`src/rtl/wb_scoreboard.sv`:
```
// Writeback arbiter and register scoreboard. It merges ALU and long-latency
// results into one registered register-file write per cycle and tracks busy destinations.
module wb_scoreboard #(
   parameter int DATA_W  = 32,
   parameter int REG_NUM = 32,
   parameter int ADDR_W  = 5
) (
   input  logic              clk,
   input  logic              reset,
   input  logic              alu_valid,
   input  logic [ADDR_W-1:0] alu_rd,
   input  logic [DATA_W-1:0] alu_data,
   input  logic              lng_valid,
   output logic              lng_ready,
   input  logic [ADDR_W-1:0] lng_rd,
   input  logic [DATA_W-1:0] lng_data,
   input  logic              issue_valid,
   input  logic [ADDR_W-1:0] issue_rd,
   input  logic [ADDR_W-1:0] q_rj,
   input  logic [ADDR_W-1:0] q_rk,
   input  logic [ADDR_W-1:0] q_rd,
   output logic              hazard,
   output logic              wb_en,
   output logic [ADDR_W-1:0] wb_rd,
   output logic [DATA_W-1:0] wb_data,
   output logic              idle
);

   logic [REG_NUM-1:0] busy;
   logic [REG_NUM-1:0] busy_set;
   logic [REG_NUM-1:0] busy_clr;
   logic               hold_valid;
   logic [ADDR_W-1:0]  hold_rd;
   logic [DATA_W-1:0]  hold_data;

   logic               lng_fire;
   logic               sel_load;
   logic [ADDR_W-1:0]  sel_rd;
   logic [DATA_W-1:0]  sel_data;
   logic               sel_wr;

   assign lng_ready = !hold_valid;
   assign lng_fire  = lng_valid && !hold_valid;

   // Output-register source: ALU first, then the parked result, then bypass.
   always_comb begin
      sel_load = 1'b0;
      sel_rd   = '0;
      sel_data = '0;
      if (alu_valid) begin
         sel_load = 1'b1;
         sel_rd   = alu_rd;
         sel_data = alu_data;
      end else if (hold_valid) begin
         sel_load = 1'b1;
         sel_rd   = hold_rd;
         sel_data = hold_data;
      end else if (lng_fire) begin
         sel_load = 1'b1;
         sel_rd   = lng_rd;
         sel_data = lng_data;
      end
      sel_wr = sel_load && (sel_rd != '0);
   end

   always_comb begin
      busy_set = '0;
      busy_clr = '0;
      for (int unsigned i = 1; i < REG_NUM; i++) begin
         busy_set[i] = issue_valid && (issue_rd == ADDR_W'(i));
         busy_clr[i] = sel_wr && (sel_rd == ADDR_W'(i));
      end
   end

   always_ff @(posedge clk or negedge reset) begin
      if (!reset) begin
         busy       <= '0;
         hold_valid <= 1'b0;
         hold_rd    <= '0;
         hold_data  <= '0;
         wb_en      <= 1'b0;
         wb_rd      <= '0;
         wb_data    <= '0;
      end else begin
         // Set is applied after clear so a same-edge reissue keeps the bit.
         busy <= (busy & ~busy_clr) | busy_set;

         if (alu_valid && lng_fire) begin
            hold_valid <= 1'b1;
            hold_rd    <= lng_rd;
            hold_data  <= lng_data;
         end else if (!alu_valid && hold_valid) begin
            hold_valid <= 1'b0;
         end

         wb_en <= sel_wr;
         if (sel_load) begin
            wb_rd   <= sel_rd;
            wb_data <= sel_data;
         end
      end
   end

   assign hazard = ((q_rj != '0) && busy[q_rj]) ||
                   ((q_rk != '0) && busy[q_rk]) ||
                   ((q_rd != '0) && busy[q_rd]);

   assign idle = (busy == '0) && !hold_valid && !wb_en;

endmodule

```
`config.mk`:
```
export PLATFORM = sky130hd
export DESIGN_NAME = wb_scoreboard
export DESIGN_NICKNAME = d
export VERILOG_FILES = /design/src/rtl/wb_scoreboard.sv
export SDC_FILE = /design/constraint.sdc
export NUM_CORES = 1
export LEC_CHECK = 0
export BUFFER_PORTS_ARGS = -buffer_cell sky130_fd_sc_hd__buf_2
export CAP_MARGIN = 20
export CORE_ASPECT_RATIO = 0.75
export CORE_MARGIN = 2
export CORE_UTILIZATION = 35
export DETAILED_ROUTE_END_ITERATION = 16
export PLACE_DENSITY = 0.53
export SLEW_MARGIN = 30
export SYNTH_ARGS = -nofsm -noshare
export SYNTH_HDL_FRONTEND = slang
export SYNTH_SLANG_ARGS = --single-unit
```
`constraint.sdc`:
```
create_clock -name clk -period 2.2 [get_ports clk]
set_clock_uncertainty 0.05 [all_clocks]
set_input_delay 0.33 -clock clk [delete_from_list [all_inputs] [get_ports clk]]
set_output_delay 0.33 -clock clk [all_outputs]
set_load 0.005 [all_outputs]
```
Yosys cells after proc, flatten, opt, wreduce, memory -nomap -nowiden. Cells that the tools add are included.

Muxes and demuxes: 17. Bitwise operators: 3. Order comparisons: 3. Equality and inequality tests: 62. Reduce and logical (&&, ||, !) cells: 82.

Operators by type and width (number): == test 5 bit, second input constant (32); 2-to-1 mux 32 bit (3); == test 5 x 4 -> 1 bit, second input constant (16); logical AND 1 bit (71); == test 5 x 3 -> 1 bit, second input constant (8); AND 32 bit (1); zero test 32 bit (1); NOT 32 bit (1); OR 32 bit (1); == test 5 x 2 -> 1 bit, second input constant (4); nonzero test 5 bit (4); less-than comparator 5 x 6 -> 1 bit, second input constant (3); binary-select mux 1 bit (select 5 bit) (3); 2-to-1 mux 5 bit (3); == test 5 x 1 -> 1 bit, second input constant (2); 2-to-1 mux 1 bit (8); zero test 1 bit (3); logical OR 1 bit (2); nonzero test 2 bit (1).

Output and inout port bits: 41. Bits of input ports: 99. Bits in registers: 108. Logic and storage cells: 174.

Logic depth before layout (Yosys ltp). Gate-level depths: netlist of run 1.

Word-level depth: 11. Mapped depth: 7. Gate-level depth less buffers: 5.

Worst setup path before layout of run 1. Ideal clock, no wire load.

Path kind: input-to-output. From: input port q_rk[0]. To: output port hazard. Data required time: 1820 ps. Buffers on the path: 1. Setup slack: 289 ps. Arrival: 1531 ps. Stages on the path: 6. Cell sequence: buf_6 -> mux4_2 -> mux2i_1 -> nor3b_1 -> nor4_1 -> nand4_1.

Longest elaborated chain between the ends: 5. Elaborated cells on any way between the ends: 6. Those cells by class: mux: 2; reduce/logical: 4.

RTL lines: from (decl) (RTL line 20) `input logic [ADDR_W-1:0] q_rk,`; binary-select mux 1 bit (select 5 bit) (RTL line 105) `((q_rk != '0) && busy[q_rk]) ||`; 2-to-1 mux 1 bit (not written as such) (RTL line 105); logical AND 1 bit * (RTL line 105); logical OR 1 bit * (RTL line 104) `assign hazard = ((q_rj != '0) && busy[q_rj]) ||`; logical OR 1 bit * (RTL line 105); to (decl) (RTL line 22) `output logic hazard,`.

Every way passes the cells marked *; elsewhere a longest branch is shown, timed or not. The select of a mux whose other input is x is not followed.

Final worst setup path of run 1.
From: register busy[24]. To: output port hazard.

Longest elaborated chain between the ends: 5. Elaborated cells on any way between the ends: 11. Those cells by class: mux: 6; reduce/logical: 5.

RTL lines: from (decl) (RTL line 29) `logic [REG_NUM-1:0] busy;`; from (signal assigned) (RTL line 86) `busy <= (busy & ~busy_clr) | busy_set;`; binary-select mux 1 bit (select 5 bit), on equally long branches (RTL line 104, 105); 2-to-1 mux 1 bit, on equally long branches (RTL line 104, 105); logical AND 1 bit, on equally long branches (RTL line 104, 105); logical OR 1 bit (RTL line 104); logical OR 1 bit * (RTL line 105).

Marks and branches as above.

==> impl_results.md, run 1 <==
- Run status: finished with violations
- Failing checks: negative setup slack
- Wirelength per Cell: 18.33 microns
- Max_cap viols: 0
- Clock sinks: 107
- Die area: 17140 sq um
- Syn Std Cell Area: 5633 sq um
- Die width: 150.5 microns
- Crit path max fanout: 5
- Hold Path End: hold_data[28]
- WHS Path Cells: 2
- Max rail drop VDD: 430.6 uV
- Worst hold path class: input port to flip-flop
- Cells after Synth: 555
- Hold path start: lng_data[28]
- Asr flop ratio synth: 1.000
- P_sw: 0.001826 W
- Via density: 5.528
- Row count: 40
- CP Launch Type: flip-flop
- Starting Density: 0.3550
- Most frequent cell after synthesis: dfrtp_1
- FF+latch count, synth: 107
- Setup WS pre-CTS: -0.07080 ns
- Number of global-route vias before repair: 4971
- Worst setup margin: -0.2285 ns
- Crit Reg-Reg Endpoint: busy[22]
- Comb power frac: 0.250
- Placed Area: 6656 sq um
- Most used DFF post-synth: dfrtp_1
- Clock Latency Late Sink: 0.35 ns
- Fmax: 411.8 MHz
- Layout area overhead: 25.81%
- Relative slew margins: 0.6152
- Grt ovf: 0
- CTS tree: yes
- Antenna violations before repair: 1
- H-tree Lvls: 3
- Setup violators final: 1
- Worst R2R Path Depth: 6
- Synth top area cells: dfrtp_1 (48%), o21ai_0 (7.8%), mux2_2 (7.4%), mux4_2 (6.8%), o22ai_1 (3.7%)
- Total number of vias: 5086
- RSZ-0062 raised after global routing: true
- Power share of the clock group: 0.283
- Period utilization: 1.104
- Setup tns final: -0.2285 ns
- # diodes: 0
- Leak Pwr: 3.052 nW
- Core ar.: 15870 sq um
- Fraction of layout cells with a size suffix above 1: 0.3817
- Cell Int Power: 0.004006 W
- Overall Global Routing Usage: 0.2005
- Largest net degree at the start of global routing: 52
- Longest Clk Path Bufs: 2
- Tmin final: 2.428 ns
- Reg2Reg Setup Slack: 0.19 ns
- Final hold violation count: 0
- Ports: 140
- Setup Crit Path Kind: flip-flop to output pin
- Synth Warn #: 0
- DR pass1 iterations: 5
- Overall Power: 0.005831 W
- Critical path arrival: 2.05 ns
- CTS Buf Count: 9
- CTS root buffer: clkbuf_16
- Clock transition at the registers of the reported paths: 0.08 ns
- Crit path capture type: output pin
- Yosys top cell by area: dfrtp_1
- Dpl cells: 895
- Syn Area/Cell: 10.15 sq um
- Worst path required time: 1.82 ns
- Drt drc: 0
- Post-Route WL: 16.86 mm
- Distinct cells, synth: 50
- Top cells by count, synth: dfrtp_1 (107), o21ai_0 (88), nand2_1 (54), a21oi_1 (41), mux2_2 (37)
- Worst r2r src: hold_valid
- Top-area cell type share of the netlist area: 0.4753
- Least-Margin Pin Slew: 0.5773 ns
- Switching part of the total: 0.3131
- Non-Filler Instances: 920
- Cell Pwr Density: 822.9 nW/um^2
- Post-route ant nets: 0
- Seq/Total Area, Yosys: 0.4753
- GPL Wtd Cong: 0.8867
- DR iter-0 viols: 384
- EDFF count, synth: 0
- HPWL after DPL: 12.12 mm
- Slew Limit Fails: 0
- Cell area after layout: 7087 sq um
- NumNets Final: 804
- Die Y-Extent: 113.9 microns
- Reg power frac: 0.467
- First-pass GRT wire length: 26.79 mm
- Port-buffer cells: 139
- Post-Syn Nets: 654
## worst max-delay path, cell delays in order (launching register included)
cell and delay, ns:
dfrtp_2 0.46, mux4_2 0.47, o211a_1 0.22, nor4_1 0.27, nand4_1 0.13, buf_2 0.15
## worst max path at each step
stage	startpoint	to	slack [ns]
final	busy[24]	hazard	-0.23
after global routing	busy[24]	hazard	-0.32
after CTS	busy[24]	hazard	-0.22
after detailed placement	q_rj[0]	hazard	-0.07
after global placement	q_rj[0]	hazard	-0.03
after floorplan	q_rk[0]	hazard	0.29
## cell type report
cell class	instances	area, sq um
timing repair buffer	173	1006
inverter	8	30.03
fill	1525	8778
clock buffer	9	225.2
multi-input combinational	406	2800
sequential	107	2686
clock inverter	7	76.32
tap	210	262.8
## cells by family (layout without fill, tap and decap cells)
group                  Yosys count  count (layout)  synth area share
flip-flops                     107             107            0.4753
AO/OA/AOI/OAI                  187             187            0.1915
buffers and inverters           42             197           0.03532
multiplexers                    64              64            0.1639
AND/OR/NAND/NOR                155             155            0.1339
## cell usage in the layout, fill, tap and decap left out, types with 4 or more instances in the layout
cell type,instances
o22ai_1,33
buf_12,4
dfrtp_1,100
buf_4,30
nor4_1,6
nor2_1,34
mux4_2,18
nand3b_1,5
mux2_2,37
mux2i_1,6
nand2b_1,5
buf_2,138
dfrtp_2,7
o21ai_0,88
a21oi_1,41
nor3b_1,4
clkbuf_16,9
nor2b_1,10
a31oi_2,4
nand2_1,54
nand4_1,5
inv_1,7
nand3_1,13
## layer usage
layer,wire (microns),GRT usage,vias up
li1,-,-,2365
met4,150,0.03899,0
met1,8043,0.2996,2490
met3,1520,0.06280,16
met5,0,0,-
met2,7146,0.2861,215
## what timing repair did
| item | 4_1_cts | 5_1_grt |
|---|---|---|
| hold buffers | 1 | 0 |
| endpoints found under the setup margin | 2 | 2 |
| buffers inserted | 5 | 3 |
| gates resized for setup | 8 | 7 |
| pin swaps | 2 | 3 |
| gates cloned | 0 | 0 |
| hold endpoints to repair | 40 | 0 |
## flip-flops by register name, summed over array words and instances, names as in the netlist
signal,flops
busy,31
hold_data,32
hold_rd,5
hold_valid,1
wb_data,32
wb_en,1
wb_rd,5
## through the flow
step                hold WS (ns)    util
global placement          0.3213  0.4196
floorplan               -0.01559       -
global route              0.1656  0.4467
finish                    0.1718  0.4467
detailed placement        0.3221  0.4196
CTS                       0.1604  0.4425
## power groups by stage
| stage | Sequential (W) | Clock (W) | Combinational [W] |
|---|---|---|---|
| after floorplan | 0.00259 | 0 | 0.000862 |
| after global placement | 0.00272 | 0 | 0.00134 |
| after detailed placement | 0.00274 | 0 | 0.00137 |
| after CTS | 0.00270 | 0.00171 | 0.00143 |
| after global routing | 0.00276 | 0.00178 | 0.00162 |
| final | 0.00272 | 0.00165 | 0.00146 |
(Power assumes the default switching activity.)
==> inputs of run 2 (changes only) <==
- GPL_TIMING_DRIVEN: not set -> 0
==> run 2 against run 1 <==
Against the previous run:
- the run still ends with negative setup slack left
- hold slack got worse by 0.0011 ns
- clock power fell by 4%
- sequential share of layout area rose by 0.34 points
- critical path depth rose by 1
- critical endpoint unchanged
- largest power group unchanged
==> impl_results.md, run 2 (same netlist as run 1, synthesis figures left out) <==
- Run status: finished with violations
- Failing checks: negative setup slack
- Worst R2R Path Depth: 6 (unchanged)
- Layout area overhead: 24.86%
- Row count: 40 (unchanged)
- CTS tree: yes
- Biggest regs: hold_data: 32 flops, wb_data: 32 flops, busy: 31 flops
- Delay of the slowest critical-path stage: 0.49 ns (+0.02 ns)
- Worst hold path class: input port to flip-flop
- Post-route ant nets: 0 (unchanged)
- Utilization after layout: 0.4433 (-0.003391)
- Commonest non-fill, non-tap cells in the layout: buf_2 (140), dfrtp_1 (97), o21ai_0 (88), nand2_1 (54), a21oi_1 (41)
- Hold path start: lng_data[20]
- Setup Crit Path Kind: flip-flop to output pin
- Crit path max fanout: 5 (unchanged)
- Worst setup margin: -0.2304 ns (-0.001942 ns)
- Relative slew margins: 0.4888 (-0.1264)
- Critical path arrival: 2.05 ns (about the same)
- Total number of vias: 5106 (+0.39%)
- Grt ovf: 0 (unchanged)
- Wirelength per Cell: 18.77 microns (+2.4%)
- Least-Margin Pin Slew: 0.7610 ns (+0.1838 ns)
- DR pass1 iterations: 5 (unchanged)
- Cell Pwr Density: 811.1 nW/um^2 (-1.4%)
- Clock sinks: 107 (unchanged)
- Comb power frac: 0.248 (-0.002)
- Crit Reg-Reg Endpoint: busy[30]
- Overall Global Routing Usage: 0.2085 (+0.008023)
- Via density: 5.514 (-0.26%)
- First-pass GRT wire length: 27.57 mm (+2.9%)
- Period utilization: 1.105 (about the same)
- Reg power frac: 0.475 (+0.008)
- Die width: 150.5 microns (unchanged)
- Ports: 140 (unchanged)
- Delay-heaviest family, CP: multiplexers
- Overall Power: 0.005704 W (-2.2%)
- Leak Pwr: 2.970 nW (-2.7%)
- Worst path required time: 1.82 ns (about the same)
- Worst path bufs/invs: 1 (unchanged)
- # diodes: 0 (unchanged)
- Worst r2r src: hold_valid
- Clock Latency Late Sink: 0.35 ns (about the same)
- CTS Buf Count: 9 (unchanged)
- Post-Route WL: 17.38 mm (+3.1%)
- CTS root buffer: clkbuf_16
- H-tree Lvls: 3 (unchanged)
- Slew Limit Fails: 0 (unchanged)
- Tmin final: 2.430 ns (+0.001942 ns)
- GPL Wtd Cong: 0.8296 (-6.4%)
- Power share of the clock group: 0.278 (-0.005)
- DR iter-0 viols: 328 (-15%)
- Port-buffer cells: 133 (-4.3%)
- Cell Int Power: 0.003881 W (-3.1%)
- Clock transition at the registers of the reported paths: 0.08 ns (about the same)
- Switching part of the total: 0.3196 (+0.006546)
- Hold Path End: hold_data[20]
- Max rail drop VDD: 379.7 uV (-12%)
- Number of global-route vias before repair: 5024 (+1.1%)
- RSZ-0062 raised after global routing: true
- HPWL after DPL: 12.87 mm (+6.2%)
- Die area: 17140 sq um (unchanged)
- P_sw: 0.001823 W (-0.13%)
- Largest net degree at the start of global routing: 66 (+27%)
- CP Launch Type: flip-flop
- Max_cap viols: 0 (unchanged)
- CP max-delay cell: mux4_2
- WHS Path Cells: 2 (unchanged)
- Starting Density: 0.3550 (unchanged)
- Fmax: 411.5 MHz (about the same)
- Fraction of layout cells with a size suffix above 1: 0.3534 (-0.02834)
- Antenna violations before repair: 1 (unchanged)
- Core ar.: 15870 sq um (unchanged)
- Reg2Reg Setup Slack: 0.24 ns (+0.05 ns)
- Cell breakdown of the critical path: mux4_2 -> mux2i_2 -> nor3b_1 -> nor4_1 -> nand4_1 -> buf_2
- NumNets Final: 810 (+0.75%)
- Final hold violation count: 0 (unchanged)
- Setup violators final: 1 (unchanged)
- Crit path capture type: output pin
- Longest Clk Path Bufs: 2 (unchanged)
- Most common cell after layout, fill and taps aside: buf_2
- Drt drc: 0 (unchanged)
- Die Y-Extent: 113.9 microns (unchanged)
run 2: cell count changes in the layout (fill, tap and decap cells not counted), sizes merged:
cell / previous run / this run
clkbuf: 9 / 20
bufinv: 1 / 0
buf: 172 / 168
clkinv: 4 / 2
clkinvlp: 1 / 4
inv: 9 / 8
run 2: routing by layer:
layer	vias to the layer above	part of all wire	track usage
li1	2375	-	-
met1	2531	0.49	0.3139
met2	177	0.42	0.2970
met3	23	0.075	0.05440
met4	0	0.014	0.05409
met5	-	0	0
run 2: worst max path at each step:
stage / startpoint / to / slack [ns] / cells after the start
5_1_grt: busy[27] / hazard / -0.33 / 6
3_5_place_dp: q_rj[0] / hazard / -0.07 / 8
6_report: busy[23] / hazard / -0.23 / 6
4_1_cts: busy[23] / hazard / -0.24 / 6
2_1_floorplan: q_rk[0] / hazard / 0.29 / 6
3_3_place_gp: reset / wb_data[3] / -0.50 / 1
run 2: worst reg2reg max path, cell delays in order, from the launching register on:
cell,delay (ns)
dfrtp_1,0.41
buf_4,0.15
nand3b_1,0.16
a31oi_2,0.36
nand2b_1,0.33
o21ai_0,0.26
o21ai_0,0.12
run 2: timing repair:
| item | 4_1_cts | 5_1_grt |
|---|---|---|
| endpoints found under the hold margin | 42 | 0 |
| setup endpoints to repair | 2 | 2 |
| gates resized for setup | 7 | 14 |
| hold buffers | 1 | 0 |
| pin swaps | 2 | 3 |
| buffers inserted | 4 | 6 |
run 2: power groups by stage:
stage / logic [W] / registers [W] / clock network, W
after floorplan: 0.000862 / 0.00259 / 0
after global placement: 0.00128 / 0.00269 / 0
after detailed placement: 0.00132 / 0.00272 / 0
after CTS: 0.00137 / 0.00268 / 0.00162
after global routing: 0.00156 / 0.00275 / 0.00172
final: 0.00141 / 0.00271 / 0.00158
run 2: area by class of cell:
class | instances | area (sq um)
timing repair buffer | 145 | 784.5
fill | 1532 | 8832
sequential | 107 | 2690
inverter | 8 | 30.03
clock buffer | 10 | 239.0
tap | 210 | 262.8
buffer | 34 | 187.7
clock inverter | 6 | 50.05
multi-input combinational | 406 | 2789
run 2: stage by stage:
stage	hold WS (ns)	cell area, sq um	TNS (ns)	setup slack [ns]	instances
after floorplan	-0.01559	5633	0	0.2894	555
after global placement	0.4149	6561	-52.33	-0.4959	898
after detailed placement	0.2258	6595	-0.07255	-0.07255	899
after CTS	0.1586	6945	-0.2395	-0.2395	920
after global routing	0.1530	7033	-0.3294	-0.3294	926
final	0.1708	7033	-0.2304	-0.2304	926
